**src/rtl/tlb_pkg.sv**
```systemverilog
// Shared types and constants for the CP0 TLB register block: packed TLB entry
// layout, CP0 register numbers and the TLBP/TLBR sequencer states.
package tlb_pkg;

  typedef struct packed {
    logic [19:0] pfn;
    logic [2:0]  c;
    logic        d;
    logic        v;
  } tlb_page_t;

  typedef struct packed {
    logic [18:0] vpn2;
    logic [7:0]  asid;
    logic        g;
    tlb_page_t   p0;
    tlb_page_t   p1;
    logic [7:0]  pad;
  } tlb_entry_t;

  localparam logic [4:0] CP0_INDEX    = 5'd0;
  localparam logic [4:0] CP0_RANDOM   = 5'd1;
  localparam logic [4:0] CP0_ENTRYLO0 = 5'd2;
  localparam logic [4:0] CP0_ENTRYLO1 = 5'd3;
  localparam logic [4:0] CP0_WIRED    = 5'd6;
  localparam logic [4:0] CP0_BADVADDR = 5'd8;
  localparam logic [4:0] CP0_ENTRYHI  = 5'd10;

  typedef enum logic [1:0] {
    ST_IDLE  = 2'd0,
    ST_PROBE = 2'd1,
    ST_READ  = 2'd2
  } tlb_fsm_e;

endpackage

```
**src/rtl/cp0_random_counter.sv**
```systemverilog
// Random/Wired pair: Random walks down from RANDOM_RESET to Wired (or 0) and
// wraps, so TLBWR never lands on a wired entry.
module cp0_random_counter #(
  parameter int IDX_W        = 4,
  parameter int RANDOM_RESET = 15
) (
  input  logic             clk,
  input  logic             rst,
  input  logic             wired_we,
  input  logic [IDX_W-1:0] wired_wdata,
  output logic [IDX_W-1:0] wired,
  output logic [IDX_W-1:0] random
);

  localparam logic [IDX_W-1:0] RAND_INIT = IDX_W'(RANDOM_RESET);

  always_ff @(posedge clk) begin
    if (rst) begin
      wired  <= '0;
      random <= RAND_INIT;
    end else if (wired_we) begin
      wired  <= wired_wdata;
      random <= RAND_INIT;
    end else if (random == wired || random == '0) begin
      random <= RAND_INIT;
    end else begin
      random <= random - IDX_W'(1);
    end
  end

endmodule

```
**src/rtl/cp0_tlb_regs.sv**
```systemverilog
// CP0 TLB management registers: software access, TLBP/TLBR sequencing and
// exception-time loading of EntryHi/BadVAddr, feeding the TLB array.
module cp0_tlb_regs
  import tlb_pkg::*;
#(
  parameter int TLB_ENTRIES  = 16,
  parameter int IDX_W        = $clog2(TLB_ENTRIES),
  parameter int RANDOM_RESET = TLB_ENTRIES - 1
) (
  input  logic             clk,
  input  logic             rst,
  input  logic             mtc0_en,
  input  logic [4:0]       mtc0_addr,
  input  logic [31:0]      mtc0_data,
  input  logic [4:0]       mfc0_addr,
  output logic [31:0]      mfc0_data,
  input  logic             tlbp_req,
  input  logic             tlbr_req,
  input  logic             tlbwi_req,
  input  logic             tlbwr_req,
  output logic             busy,
  output logic             done,
  input  logic             tlb_exc,
  input  logic [31:0]      tlb_exc_vaddr,
  output logic             tlbp,
  output logic             tlbwi,
  output logic             tlbwr,
  output logic [7:0]       curr_ASID,
  output logic [IDX_W-1:0] cp0_index,
  output logic [IDX_W-1:0] cp0_random,
  output logic [85:0]      cp0_tlb_conf_in,
  input  logic [85:0]      cp0_tlb_conf_out,
  input  logic             miss_probe,
  input  logic [IDX_W-1:0] matched_index_probe
);

  tlb_fsm_e         state, state_nxt;
  logic             index_p;
  logic [IDX_W-1:0] index_idx;
  logic [25:0]      entrylo0, entrylo1;
  logic [18:0]      entryhi_vpn2;
  logic [7:0]       entryhi_asid;
  logic [31:0]      badvaddr;
  logic [IDX_W-1:0] wired;
  tlb_entry_t       conf_rd, conf_wr;
  logic [7:0]       unused_pad;

  assign conf_rd    = cp0_tlb_conf_out;
  assign unused_pad = conf_rd.pad;

  function automatic logic wr_hit(input logic [4:0] addr);
    return mtc0_en && (mtc0_addr == addr);
  endfunction

  cp0_random_counter #(
    .IDX_W        (IDX_W),
    .RANDOM_RESET (RANDOM_RESET)
  ) u_random (
    .clk         (clk),
    .rst         (rst),
    .wired_we    (wr_hit(CP0_WIRED)),
    .wired_wdata (mtc0_data[IDX_W-1:0]),
    .wired       (wired),
    .random      (cp0_random)
  );

  always_ff @(posedge clk) begin
    if (rst) state <= ST_IDLE;
    else     state <= state_nxt;
  end

  // done/tlbp are masked during reset so an aborted sequence never commits
  always_comb begin
    state_nxt = state;
    tlbp      = 1'b0;
    done      = 1'b0;
    case (state)
      ST_IDLE: begin
        if (tlbp_req) begin
          tlbp      = !rst;
          state_nxt = ST_PROBE;
        end else if (tlbr_req) begin
          state_nxt = ST_READ;
        end
      end
      ST_PROBE, ST_READ: begin
        done      = !rst;
        state_nxt = ST_IDLE;
      end
      default: state_nxt = ST_IDLE;
    endcase
  end

  assign busy  = (state != ST_IDLE);
  assign tlbwi = tlbwi_req;
  assign tlbwr = tlbwr_req;

  // Per register: exception load beats sequencer capture beats software write
  always_ff @(posedge clk) begin
    if (rst) begin
      index_p      <= 1'b0;
      index_idx    <= '0;
      entrylo0     <= '0;
      entrylo1     <= '0;
      entryhi_vpn2 <= '0;
      entryhi_asid <= '0;
      badvaddr     <= '0;
    end else begin
      if (state == ST_PROBE) begin
        index_p <= miss_probe;
        if (!miss_probe) index_idx <= matched_index_probe;
      end else if (wr_hit(CP0_INDEX)) begin
        index_p   <= mtc0_data[31];
        index_idx <= mtc0_data[IDX_W-1:0];
      end

      if (state == ST_READ)         entrylo0 <= {conf_rd.p0, conf_rd.g};
      else if (wr_hit(CP0_ENTRYLO0)) entrylo0 <= mtc0_data[25:0];

      if (state == ST_READ)         entrylo1 <= {conf_rd.p1, conf_rd.g};
      else if (wr_hit(CP0_ENTRYLO1)) entrylo1 <= mtc0_data[25:0];

      if (tlb_exc) begin
        entryhi_vpn2 <= tlb_exc_vaddr[31:13];
      end else if (state == ST_READ) begin
        entryhi_vpn2 <= conf_rd.vpn2;
        entryhi_asid <= conf_rd.asid;
      end else if (wr_hit(CP0_ENTRYHI)) begin
        entryhi_vpn2 <= mtc0_data[31:13];
        entryhi_asid <= mtc0_data[7:0];
      end

      if (tlb_exc)                  badvaddr <= tlb_exc_vaddr;
      else if (wr_hit(CP0_BADVADDR)) badvaddr <= mtc0_data;
    end
  end

  always_comb begin
    conf_wr      = '0;
    conf_wr.vpn2 = entryhi_vpn2;
    conf_wr.asid = entryhi_asid;
    conf_wr.g    = entrylo0[0] & entrylo1[0];
    conf_wr.p0   = entrylo0[25:1];
    conf_wr.p1   = entrylo1[25:1];
  end

  assign cp0_tlb_conf_in = conf_wr;
  assign cp0_index       = index_idx;
  assign curr_ASID       = entryhi_asid;

  always_comb begin
    mfc0_data = '0;
    case (mfc0_addr)
      CP0_INDEX:    mfc0_data = {index_p, {(31-IDX_W){1'b0}}, index_idx};
      CP0_RANDOM:   mfc0_data = {{(32-IDX_W){1'b0}}, cp0_random};
      CP0_ENTRYLO0: mfc0_data = {6'b0, entrylo0};
      CP0_ENTRYLO1: mfc0_data = {6'b0, entrylo1};
      CP0_WIRED:    mfc0_data = {{(32-IDX_W){1'b0}}, wired};
      CP0_BADVADDR: mfc0_data = badvaddr;
      CP0_ENTRYHI:  mfc0_data = {entryhi_vpn2, 5'b0, entryhi_asid};
      default:      mfc0_data = '0;
    endcase
  end

endmodule

```
**config.mk**
```make
export PLATFORM = sky130hd
export DESIGN_NAME = cp0_tlb_regs
export DESIGN_NICKNAME = d
export VERILOG_FILES = /design/src/rtl/tlb_pkg.sv /design/src/rtl/cp0_random_counter.sv /design/src/rtl/cp0_tlb_regs.sv
export SDC_FILE = /design/constraint.sdc
export NUM_CORES = 1
export LEC_CHECK = 0
export CORE_MARGIN = 2
export CORE_UTILIZATION = 28
export CTS_CLUSTER_SIZE = 8
export DETAILED_ROUTE_END_ITERATION = 6
export DONT_BUFFER_PORTS = 1
export SLEW_MARGIN = 20
export SYNTH_ARGS = -nofsm -noshare
export SYNTH_HDL_FRONTEND = slang
export SYNTH_SLANG_ARGS = --single-unit
```
**constraint.sdc**
```tcl
create_clock -name clk -period 4.85 [get_ports clk]
set_input_delay 0.97 -clock clk [delete_from_list [all_inputs] [get_ports clk]]
set_output_delay 0.97 -clock clk [all_outputs]
set_load 0.005 [all_outputs]
```
==> flow_summary_export.csv <==
group,metric,value,unit
outcome,status,"completed",
pwr,p_per_area,371,nW/um^2
logic_synthesis,synth_cells,889,
placement,post-place-ws,1.25,ns
floorplanning,start_util,28.3,%
floorplanning,ioPinCount,312,
worst_setup_path,worst_path_largest_cell_delay,0.70,ns
logic_synthesis,yosysTopAreaCell,"dfxtp_1",
clock_tree,cts_setup_buffers,0,
placement,routabilityCongestion,0.839,
worst_setup_path,cp_top_family,"simple AND/OR/NAND/NOR gates",
timing,skew,0.00870,ns
logic_synthesis,ys_types,48,
worst_setup_path,path_buf_inv,1,
timing,hold_ws,0.491,ns
floorplanning,die_y,166,um
worst_setup_path,critPathLaunchType,"primary input",
clock_tree,htree_levels,4,
timing,min_period,3.57,ns
global_routing,grt_first_pass_wirelength,37200,um
pwr,power.leakage,0.00287,uW
detailed_routing,vias_per_cell,5.65,
worst_setup_path,worstPathArrival,2.60,ns
floorplanning,die_x,166,um
timing,final-setup-viol-count,0,
pwr,power.total,2850,uW
detailed_routing,wirelength,26400,um
finish,syn2layout_area_growth,5.29,%
detailed_routing,route.detailed.drc,0,
global_routing,use_met2,31.1,%
global_routing,track_usage,18.4,%
global_routing,grt_pass1_vias,5781,
min_path,hold_class,"register to register",
logic_synthesis,syn_avg_cell_area,8.22,um^2
detailed_routing,vias,6386,
detailed_routing,first_iter_violations,451,
logic_synthesis,postSynth.asyncResetShare,0,%
floorplanning,placement_rows,59,
timing,rsz0062_at_grt,"false",
logic_synthesis,ys_warn_count,0,
finish,diodes,0,
worst_setup_path,critical_path_class,"primary input to primary output",
finish,drive_above_1_share,9.06,%
placement,dp.cells,1098,
timing,period_share,73.6,%
floorplanning,die_area,27400,um^2
floorplanning,core_area,25800,um^2
global_routing,grt_overflow_total,0,
logic_synthesis,synth_top_area_share,34.5,%
timing,setup_tns,0,ns
worst_setup_path,endpoint_kind,"primary output",
clock_tree,cts-hold-fix-buffers,0,
worst_setup_path,cp.required,3.88,ns
global_routing,met1_usage,23.0,%
timing,finalMaxSlewViolations,0,
global_routing,grt_start_max_net_pins,109,
clock_tree,cts_max_path_buffers,2,
pwr,peakVddDrop,0.227,mV
clock_tree,cts_resized,0,
detailed_routing,firstDrtPassIters,6,
logic_synthesis,yosys_register_bits,126,
timing,finalHoldViolCount,0,
clock_tree,path_clk_slew,0.06,ns
global_routing,globalRouteMet3Util,5.39,%
logic_synthesis,synth_area_leaders,"dfxtp_1 (35%), nor3_1 (9.5%), buf_4 (7.2%)",
clock_tree,insertion_delay,0.42,ns
clock_tree,root_buffer,"clkbuf_16",
global_routing,grt.busiest_layer,"met2",
placement,dp_hpwl,18100,um
finish,final_cells,1130,
timing,fin_ws,1.28,ns
logic_synthesis,seq_area_frac_synth,34.5,%
detailed_routing,postRouteAntennaNets,0,
worst_setup_path,crit_chain,"nor4_1 -> and2_1 -> buf_4 -> a22oi_1 -> nand3_1",
timing,worstMarginPinSlew,1.20,ns
worst_setup_path,cp_max_fo,16,
logic_synthesis,synth_enable_flop_cells,0,
logic_synthesis,syn_area,7310,um^2
timing,timing.fmax,0.280,GHz
clock_tree,cts_inserted_buffers,17,
clock_tree,cts_tree,"done",
finish,num-nets-final,959,
logic_synthesis,ys.flop_type,"dfxtp_1",
placement,numPortBuffers,0,
flow_run,cap_violations,0,
global_routing,antenna_found_initial,0,
worst_setup_path,slowest_stage,"and2_1",
detailed_routing,wl_per_cell,23.4,um
clock_tree,cts_sinks,126,
timing,slew_headroom,19.0,%
-- power breakdown --
| part | leakage [uW] | total, uW | switching [uW] | internal (uW) |
|---|---|---|---|---|
| Clock | 0.000310 | 1440 | 556 | 887 |
| Combinational | 0.00152 | 236 | 126 | 110 |
| Sequential | 0.00104 | 1170 | 70.5 | 1100 |
| Total | 0.00287 | 2850 | 752 | 2100 |
-- metal layers --
metal / vias up / wire [um] / part of all wire [%]
li1: 2962 / - / -
met1: 3078 / 10800 / 41
met2: 328 / 12800 / 48
met3: 18 / 2530 / 9.6
met4: 0 / 295 / 1.1
met5: - / 0 / 0
-- layout make-up --
cell class / instances / area (um^2)
Clock buffer: 18 / 439
Clock inverter: 14 / 208
Inverter: 85 / 319
Tap cell: 335 / 419
Fill cell: 2774 / 18100
Sequential cell: 126 / 2520
Multi-Input combinational cell: 540 / 3690
Timing Repair Buffer: 12 / 90.1
-- Yosys cell counts (2+ instances only) --
library cell  number
a2111oi_0         25
a2111oi_1         19
a2111oi_2         19
a211oi_1          19
a21oi_1           23
a221oi_1           3
a22oi_1           30
and2_1             2
and3_1             5
buf_1              4
buf_2             13
buf_4             70
clkbuf_1          57
dfxtp_1          126
ha_1               4
inv_1             85
mux2i_1           40
nand2_1           21
nand2b_1           6
nand3_1            7
nor2_1            57
nor2b_1           12
nor3_1           139
nor4_1             7
nor4b_2            2
o21ai_0           18
o221ai_1          14
o311a_1           16
or3_1             22
xnor2_1            6
-- sequential cells by signal (all words and copies together) (netlist names) --
register and count:
cp0_index 4, u_random.wired 4, state 2, curr_ASID 8, entrylo0 26, u_random.random 4, badvaddr 32, index_p 1
entrylo1 26, entryhi_vpn2 19
-- cells by family after synthesis --
group	after synthesis	share of synthesized area (%)
AOI/OAI and AO/OA	191	22.4
xor gates and xnor gates	6	0.719
adders and majority gates	4	0.685
buffers and inverters	230	15.7
DFF	126	34.5
muxes	40	5.48
other	1	0.0513
and+or+nand+nor	291	20.5
-- layout by cell type (no fill, tap or decap), types with 14 or more instances in the layout --
master / count
a2111oi_1: 19
o311a_1: 16
a2111oi_2: 19
nand2_1: 21
a22oi_1: 30
clkbuf_16: 17
a21oi_1: 23
nor2_1: 57
inv_1: 85
nor3_1: 139
o21ai_0: 18
dfxtp_1: 126
o221ai_1: 14
a2111oi_0: 25
or3_1: 21
mux2i_1: 40
a211oi_1: 19
-- worst register-to-register path: stages (launching register included) --
cell and delay, ns:
dfxtp_1 0.32, inv_1 0.12, ha_4 0.26, buf_4 0.74, nor3_1 0.21, a2111oi_2 0.33
-- worst paths after layout --
kind	start	endpoint	slack [ns]	depth (start not counted)
max reg2reg	state[0]$_SDFFE_PP0P_	entrylo0[16]$_SDFFE_PP0P_	2.77	5
max	mfc0_addr[4]	mfc0_data[3]	1.28	5
min reg2reg	entryhi_vpn2[16]$_SDFFE_PP0P_	entryhi_vpn2[16]$_SDFFE_PP0P_	0.49	2
min	entryhi_vpn2[16]$_SDFFE_PP0P_	entryhi_vpn2[16]$_SDFFE_PP0P_	0.49	2
-- through the flow --
step | utilization, % | instance area (um^2)
6_report | 29.8 | 7690
3_5_place_dp | 27.3 | 7050
5_1_grt | 29.8 | 7690
2_1_floorplan | - | 7330
3_3_place_gp | 27.3 | 7050
4_1_cts | 29.8 | 7690
Note: power is estimated with default switching activity, not from simulation.
